**config.mk**
```make
export PLATFORM = sky130hd
export DESIGN_NAME = wb_tag_scheduler
export DESIGN_NICKNAME = d
export VERILOG_FILES = /design/src/rtl/wb_sched_pkg.sv /design/src/rtl/wb_lane.sv /design/src/rtl/wb_tag_scheduler.sv
export SDC_FILE = /design/constraint.sdc
export NUM_CORES = 1
export LEC_CHECK = 0
export CAP_MARGIN = 20
export CORE_MARGIN = 2
export CORE_UTILIZATION = 50
export CTS_BUF_LIST = sky130_fd_sc_hd__clkbuf_8
export DETAILED_ROUTE_END_ITERATION = 10
export PLACE_DENSITY = 0.76
export SLEW_MARGIN = 20
export SYNTH_ARGS = -nofsm -noshare
export SYNTH_HDL_FRONTEND = slang
export SYNTH_SLANG_ARGS = --single-unit
```
**constraint.sdc**
```tcl
create_clock -name clk -period 2.5 [get_ports clk]
set_input_delay 0.5 -clock clk [delete_from_list [all_inputs] [get_ports clk]]
set_output_delay 0.5 -clock clk [all_outputs]
set_load 0.05 [all_outputs]
```
**src/rtl/wb_sched_pkg.sv**
```systemverilog
// rtl/wb_sched_pkg.sv - shared types and latency helpers for the result-tag scheduler
package wb_sched_pkg;

  // Default tag and latency field widths of the scheduler.
  localparam int WB_PRF_WIDTH = 6;
  localparam int WB_LAT_WIDTH = 3;

  // Deepest latency a LAT_WIDTH-bit field can express (zero is not a legal latency).
  function automatic int wb_max_lat(input int lat_width);
    return (1 << lat_width) - 1;
  endfunction

  localparam int MAX_LAT = wb_max_lat(WB_LAT_WIDTH);

  // One reservation on a lane's tag bus; an empty slot always carries tag 0.
  typedef struct packed {
    logic                    valid;
    logic [WB_PRF_WIDTH-1:0] prd;
  } wb_slot_t;

endpackage

```
**src/rtl/wb_lane.sv**
```systemverilog
// rtl/wb_lane.sv - one issue lane: slot shift register, reservation, conflict detect, lat_free
module wb_lane
  import wb_sched_pkg::*;
#(
  parameter int  PRF_WIDTH = 6,
  parameter int  LAT_WIDTH = 3,
  parameter bit  EARLY_EN  = 1'b0,
  localparam int N_LAT     = wb_max_lat(LAT_WIDTH)
) (
  input  logic                 clk,
  input  logic                 rst,
  input  logic                 flush,
  input  logic                 issue_v,
  input  logic                 issue_prd_v,
  input  logic [PRF_WIDTH-1:0] issue_prd,
  input  logic [LAT_WIDTH-1:0] issue_lat,
  output logic [N_LAT-1:0]     lat_free,
  output logic                 tag_v,
  output logic [PRF_WIDTH-1:0] tag,
  output logic                 early_v,
  output logic [PRF_WIDTH-1:0] early_tag,
  output logic                 conflict
);

  // The slot struct is sized by the package; a lane built with another tag width is unusable.
  if (PRF_WIDTH != WB_PRF_WIDTH) begin : g_width_check
    $error("wb_lane: PRF_WIDTH must equal WB_PRF_WIDTH");
  end

  // slot[k] is the reservation that will drive the tag bus k-1 cycles from now.
  wb_slot_t             slot     [1:N_LAT];
  wb_slot_t             slot_nxt [1:N_LAT];
  logic [N_LAT:1]       busy;
  logic [LAT_WIDTH-1:0] lat_eff;
  logic                 want;
  logic                 hit;

  // A zero latency is illegal; it is folded onto the shortest legal latency.
  always_comb begin
    lat_eff = (issue_lat == '0) ? LAT_WIDTH'(1) : issue_lat;
  end

  // busy[L]: an issue with latency L now would land on an already reserved slot after the shift.
  always_comb begin
    busy = '0;
    for (int k = 1; k < N_LAT; k++) begin
      busy[k] = slot[k+1].valid;
    end
  end

  assign lat_free = ~busy;

  // Tag 0 is always ready, so it never occupies the bus; flush drops same-cycle issues.
  always_comb begin
    want     = issue_v && issue_prd_v && (issue_prd != '0) && !flush;
    hit      = want && busy[lat_eff];
    conflict = hit;
  end

  // Shift every slot toward the bus and drop a winning reservation into its latency slot.
  always_comb begin
    for (int k = 1; k < N_LAT; k++) begin
      slot_nxt[k] = slot[k+1];
    end
    slot_nxt[N_LAT] = '0;
    if (want && !hit) begin
      slot_nxt[lat_eff] = {1'b1, WB_PRF_WIDTH'(issue_prd)};
    end
  end

  // Slot register; reset and flush both discard every pending reservation.
  always_ff @(posedge clk) begin
    if (rst || flush) begin
      for (int k = 1; k <= N_LAT; k++) begin
        slot[k] <= '0;
      end
    end else begin
      for (int k = 1; k <= N_LAT; k++) begin
        slot[k] <= slot_nxt[k];
      end
    end
  end

  // Flag the illegal zero latency on any grant.
  always_ff @(posedge clk) begin
    if (!rst && issue_v) begin
      assert (issue_lat != '0)
        else $error("wb_lane: issue with zero latency");
    end
  end

  assign tag_v = slot[1].valid;
  assign tag   = PRF_WIDTH'(slot[1].prd);

  if (EARLY_EN && (N_LAT >= 2)) begin : g_early
    assign early_v   = slot[2].valid;
    assign early_tag = PRF_WIDTH'(slot[2].prd);
  end else begin : g_no_early
    assign early_v   = 1'b0;
    assign early_tag = '0;
  end

endmodule

```
**src/rtl/wb_tag_scheduler.sv**
```systemverilog
// rtl/wb_tag_scheduler.sv - per-lane result tag broadcast scheduler; WB_SPEC_WAKEUP_EN enables early wakeup
module wb_tag_scheduler
  import wb_sched_pkg::*;
#(
  parameter int  ISSUE_NUM = 4,
  parameter int  PRF_WIDTH = 6,
  parameter int  LAT_WIDTH = 3,
  localparam int N_LAT     = wb_max_lat(LAT_WIDTH)
) (
  input  logic                           clk,
  input  logic                           rst,
  input  logic                           flush,
  input  logic [ISSUE_NUM-1:0]           issue_v,
  input  logic [ISSUE_NUM-1:0]           issue_prd_v,
  input  logic [ISSUE_NUM*PRF_WIDTH-1:0] issue_prd,
  input  logic [ISSUE_NUM*LAT_WIDTH-1:0] issue_lat,
  output logic [ISSUE_NUM*N_LAT-1:0]     lat_free,
  output logic [ISSUE_NUM-1:0]           wb_tag_v,
  output logic [ISSUE_NUM*PRF_WIDTH-1:0] wb_tag,
  output logic [ISSUE_NUM-1:0]           spec_tag_v,
  output logic [ISSUE_NUM*PRF_WIDTH-1:0] spec_tag,
  output logic                           conflict_err
);

`ifdef WB_SPEC_WAKEUP_EN
  localparam bit SPEC_EN = 1'b1;
`else
  localparam bit SPEC_EN = 1'b0;
`endif

  logic [ISSUE_NUM-1:0] lane_conflict;

  for (genvar j = 0; j < ISSUE_NUM; j++) begin : g_lane
    wb_lane #(
      .PRF_WIDTH (PRF_WIDTH),
      .LAT_WIDTH (LAT_WIDTH),
      .EARLY_EN  (SPEC_EN)
    ) u_lane (
      .clk         (clk),
      .rst         (rst),
      .flush       (flush),
      .issue_v     (issue_v[j]),
      .issue_prd_v (issue_prd_v[j]),
      .issue_prd   (issue_prd[j*PRF_WIDTH +: PRF_WIDTH]),
      .issue_lat   (issue_lat[j*LAT_WIDTH +: LAT_WIDTH]),
      .lat_free    (lat_free[j*N_LAT +: N_LAT]),
      .tag_v       (wb_tag_v[j]),
      .tag         (wb_tag[j*PRF_WIDTH +: PRF_WIDTH]),
      .early_v     (spec_tag_v[j]),
      .early_tag   (spec_tag[j*PRF_WIDTH +: PRF_WIDTH]),
      .conflict    (lane_conflict[j])
    );
  end

  // Sticky conflict flag; only reset clears it, flush leaves it alone.
  always_ff @(posedge clk) begin
    if (rst) begin
      conflict_err <= 1'b0;
    end else if (|lane_conflict) begin
      conflict_err <= 1'b1;
    end
  end

endmodule

```
==> flow_summary.json <==
{
  "relSlewSlack": 0.5979,
  "place_inst": 1150,
  "layout_min_cycle_time_ps": 2374,
  "yosys_warnings": 0,
  "synth_compound_area_frac": 0.06460,
  "dp_hpwl_mm": 13.35,
  "drt.antenna.violating_nets": 0,
  "cts_buffer_depth": 2,
  "grt_max_degree": 61,
  "r2r_start": "g_lane[1].u_lane.slot[4][6]",
  "io_buffers": 99,
  "rows": 46,
  "max_freq_mhz": 421.2,
  "syn_area_per_cell_um2": 9.827,
  "synth-simple-area-share": 0.1665,
  "worstSetupEndpointType": "flop",
  "crit_path_start_kind": "input pin",
  "combPwrFrac": 0.088,
  "p_int_mw": 4.261,
  "reg2reg_to": "g_lane[1].u_lane.slot[6][2]",
  "vias_per_cell": 5.209,
  "drt_wl_total_mm": 18.49,
  "grt_overflow": 0,
  "drv_slew": 0,
  "tightestPinTransition_ps": 599.6,
  "coreArea_um2": 15710,
  "synth_edf_count": 0,
  "grt_pass1_vias": 5770,
  "cts_buffers": 17,
  "gp_congestion": 0.8418,
  "status": "completed",
  "switching_share": 0.2600,
  "synth-seq-cells": 197,
  "grt_use_met1": 0.2851,
  "pwr-share-seq": 0.547,
  "startpoint": "issue_lat[0]",
  "start_util": 0.5066,
  "vias": 6157,
  "hp-start": "g_lane[0].u_lane.slot[5][1]",
  "synth_area_leaders": "dfxtp_1, mux2i_1, nand2_1, buf_4, a21oi_1",
  "clk_pin_slew_ps": 100,
  "ys_types": 40,
  "ys.flop_type": "dfxtp_1",
  "hold_viol_final": 0,
  "grt_util_all_layers": 0.2229,
  "hold-path-endpoint": "g_lane[0].u_lane.slot[4][1]",
  "arrival_ps": 2730,
  "cp_data_required_time_ps": 2860,
  "ys_seq_area_frac": 0.4954,
  "finalNonFillerCells": 1182,
  "synthMuxAreaShare": 0.1959,
  "clk_latency_ps": 460,
  "synth.most_common_cell": "dfxtp_1",
  "drive_gt1_frac": 0.1480,
  "cts_tree": "done",
  "cts_root_buf": "clkbuf_8",
  "antenna_found_initial": 0,
  "hold_class": "flop to flop",
  "synth_top_cell_by_area": "dfxtp_1",
  "max-cap-violations": 0,
  "yosysTopAreaCellShare": 0.4954,
  "htree_levels": 4,
  "synth_adder_area_share": 0,
  "cp_max_fo": 7,
  "dieWidth_um": 130.2,
  "async_flop_share": 0,
  "post-route-period-util": 0.9498,
  "whs_ps": 442.3,
  "grt_pass1_wl_mm": 29.22,
  "power_leakage_nw": 4.190,
  "area_growth_pct": 25.07,
  "die_area_um2": 16950,
  "path_class": "input pin to flop",
  "r2r_slack_ps": 420,
  "final_nets": 1000,
  "syn_inst": 810,
  "drc_errors": 0,
  "netSwitchingPower_mw": 1.497,
  "io_pins": 132,
  "cts.sink_count": 197,
  "synth_top_family_by_area": "multiplexers",
  "rr_worst_depth": 5,
  "cts_resized": 0,
  "initialDrtViolationCount": 476,
  "finalSetupViolations": 0,
  "use_met3": 0.05084,
  "grt.busiest_layer": "met2",
  "cts-hold-fix-buffers": 0,
  "ir_worst_vdd_uv": 371.2,
  "hold_depth": 2,
  "utilization": 0.6336,
  "dieHeight_um": 130.2,
  "yosys-top-cells-count": "dfxtp_1, nand2_1, mux2i_1",
  "drt_pass1_iterations": 5,
  "n_antenna_cell": 0,
  "wire_per_inst_um": 15.64,
  "cts_setup_buffers": 0,
  "power_density_nw_per_um2": 578.3,
  "fin_total_pwr_mw": 5.757,
  "synthesis.area_um2": 7960,
  "synth-xor-area-share": 0,
  "clockPowerShare": 0.366,
  "met2_usage": 0.3705,
  "fin_worst_skew_ps": 7.731,
  "grt_setup_unrepaired": "no"
}
power by group through the flow:
| stage | Sequential, mW | Combinational, mW | Clock (mW) |
|---|---|---|---|
| after floorplan | 3.23 | 0.321 | 0 |
| after global placement | 3.22 | 0.494 | 0 |
| after detailed placement | 3.22 | 0.498 | 0 |
| after CTS | 3.15 | 0.500 | 2.14 |
| after global routing | 3.15 | 0.534 | 2.27 |
| final | 3.15 | 0.504 | 2.10 |
placed cells by master (no fill, tap or decap), types with 2 or more instances in the layout:
| cell | n |
|---|---|
| dfxtp_1 | 197 |
| nand2_1 | 153 |
| mux2i_1 | 128 |
| clkdlybuf4s50_1 | 99 |
| buf_4 | 80 |
| a21oi_1 | 45 |
| nand4_1 | 33 |
| conb_1 | 32 |
| inv_1 | 25 |
| and2_1 | 24 |
| o31ai_1 | 24 |
| clkbuf_8 | 18 |
| nor2b_1 | 10 |
| mux4_2 | 8 |
| nor2_1 | 8 |
| buf_12 | 6 |
| or2_2 | 5 |
| nand2b_1 | 5 |
| nand3_1 | 5 |
| inv_6 | 5 |
| nor4_1 | 4 |
| a211o_1 | 4 |
| nor3_1 | 4 |
| mux2_2 | 4 |
| a211oi_1 | 4 |
| nand4b_1 | 4 |
| o21a_1 | 4 |
| clkinvlp_4 | 4 |
| or4_1 | 3 |
| mux2_4 | 2 |
| mux2_1 | 2 |
| or4_4 | 2 |
| clkinv_4 | 2 |
| bufinv_16 | 2 |
per-layer routing:
layer	share of wire	up-vias
li1	-	2991
met1	0.44	2963
met2	0.49	159
met3	0.049	44
met4	0.023	0
met5	0	-
worst max path at each step:
stage	endpoint	slack [ps]	cells after the start
after floorplan	g_lane[0].u_lane.slot[4][0]	140	7
after global placement	g_lane[0].u_lane.slot[6][4]	-320	6
after CTS	g_lane[0].u_lane.slot[6][4]	160	6
after global routing	g_lane[3].u_lane.slot[2][3]	90	7
final	g_lane[0].u_lane.slot[6][4]	130	6
after detailed placement	g_lane[0].u_lane.slot[6][1]	-330	6
registers in the layout, indices dropped and copies added (netlist names):
name,count
g_lane.u_lane.slot,196
conflict_err,1
kinds of logic (layout without fill, tap and decap cells):
logic type	Yosys count	count (layout)
AND/OR/NAND/NOR	268	268
flip-flops	197	197
AO/OA/AOI/OAI	83	83
other	2	32
buffers and inverters	116	242
multiplexers	144	144
critical path, cell delays in order:
cell	delay, ps
clkdlybuf4s50_1	590
mux2_4	320
mux4_2	530
or4_1	490
buf_4	190
mux2i_1	120
metrics by stage:
stage	area [um2]	setup TNS, ps	setup slack (ps)
after global placement	9545	-15600	-317.7
after detailed placement	9545	-18480	-328.5
after global routing	9956	0	88.48
final	9956	0	125.6
after floorplan	8073	0	137.9
after CTS	9956	0	161.1
final cells by class:
type	instances	area, um2
timing repair buffer	185	1712
multi-input combinational	527	3526
tap	216	270.3
sequential	197	3944
clock inverter	14	162.7
inverter	25	93.84
fill	1301	5757
clock buffer	18	247.7
Power figures use the tool's default switching activity.
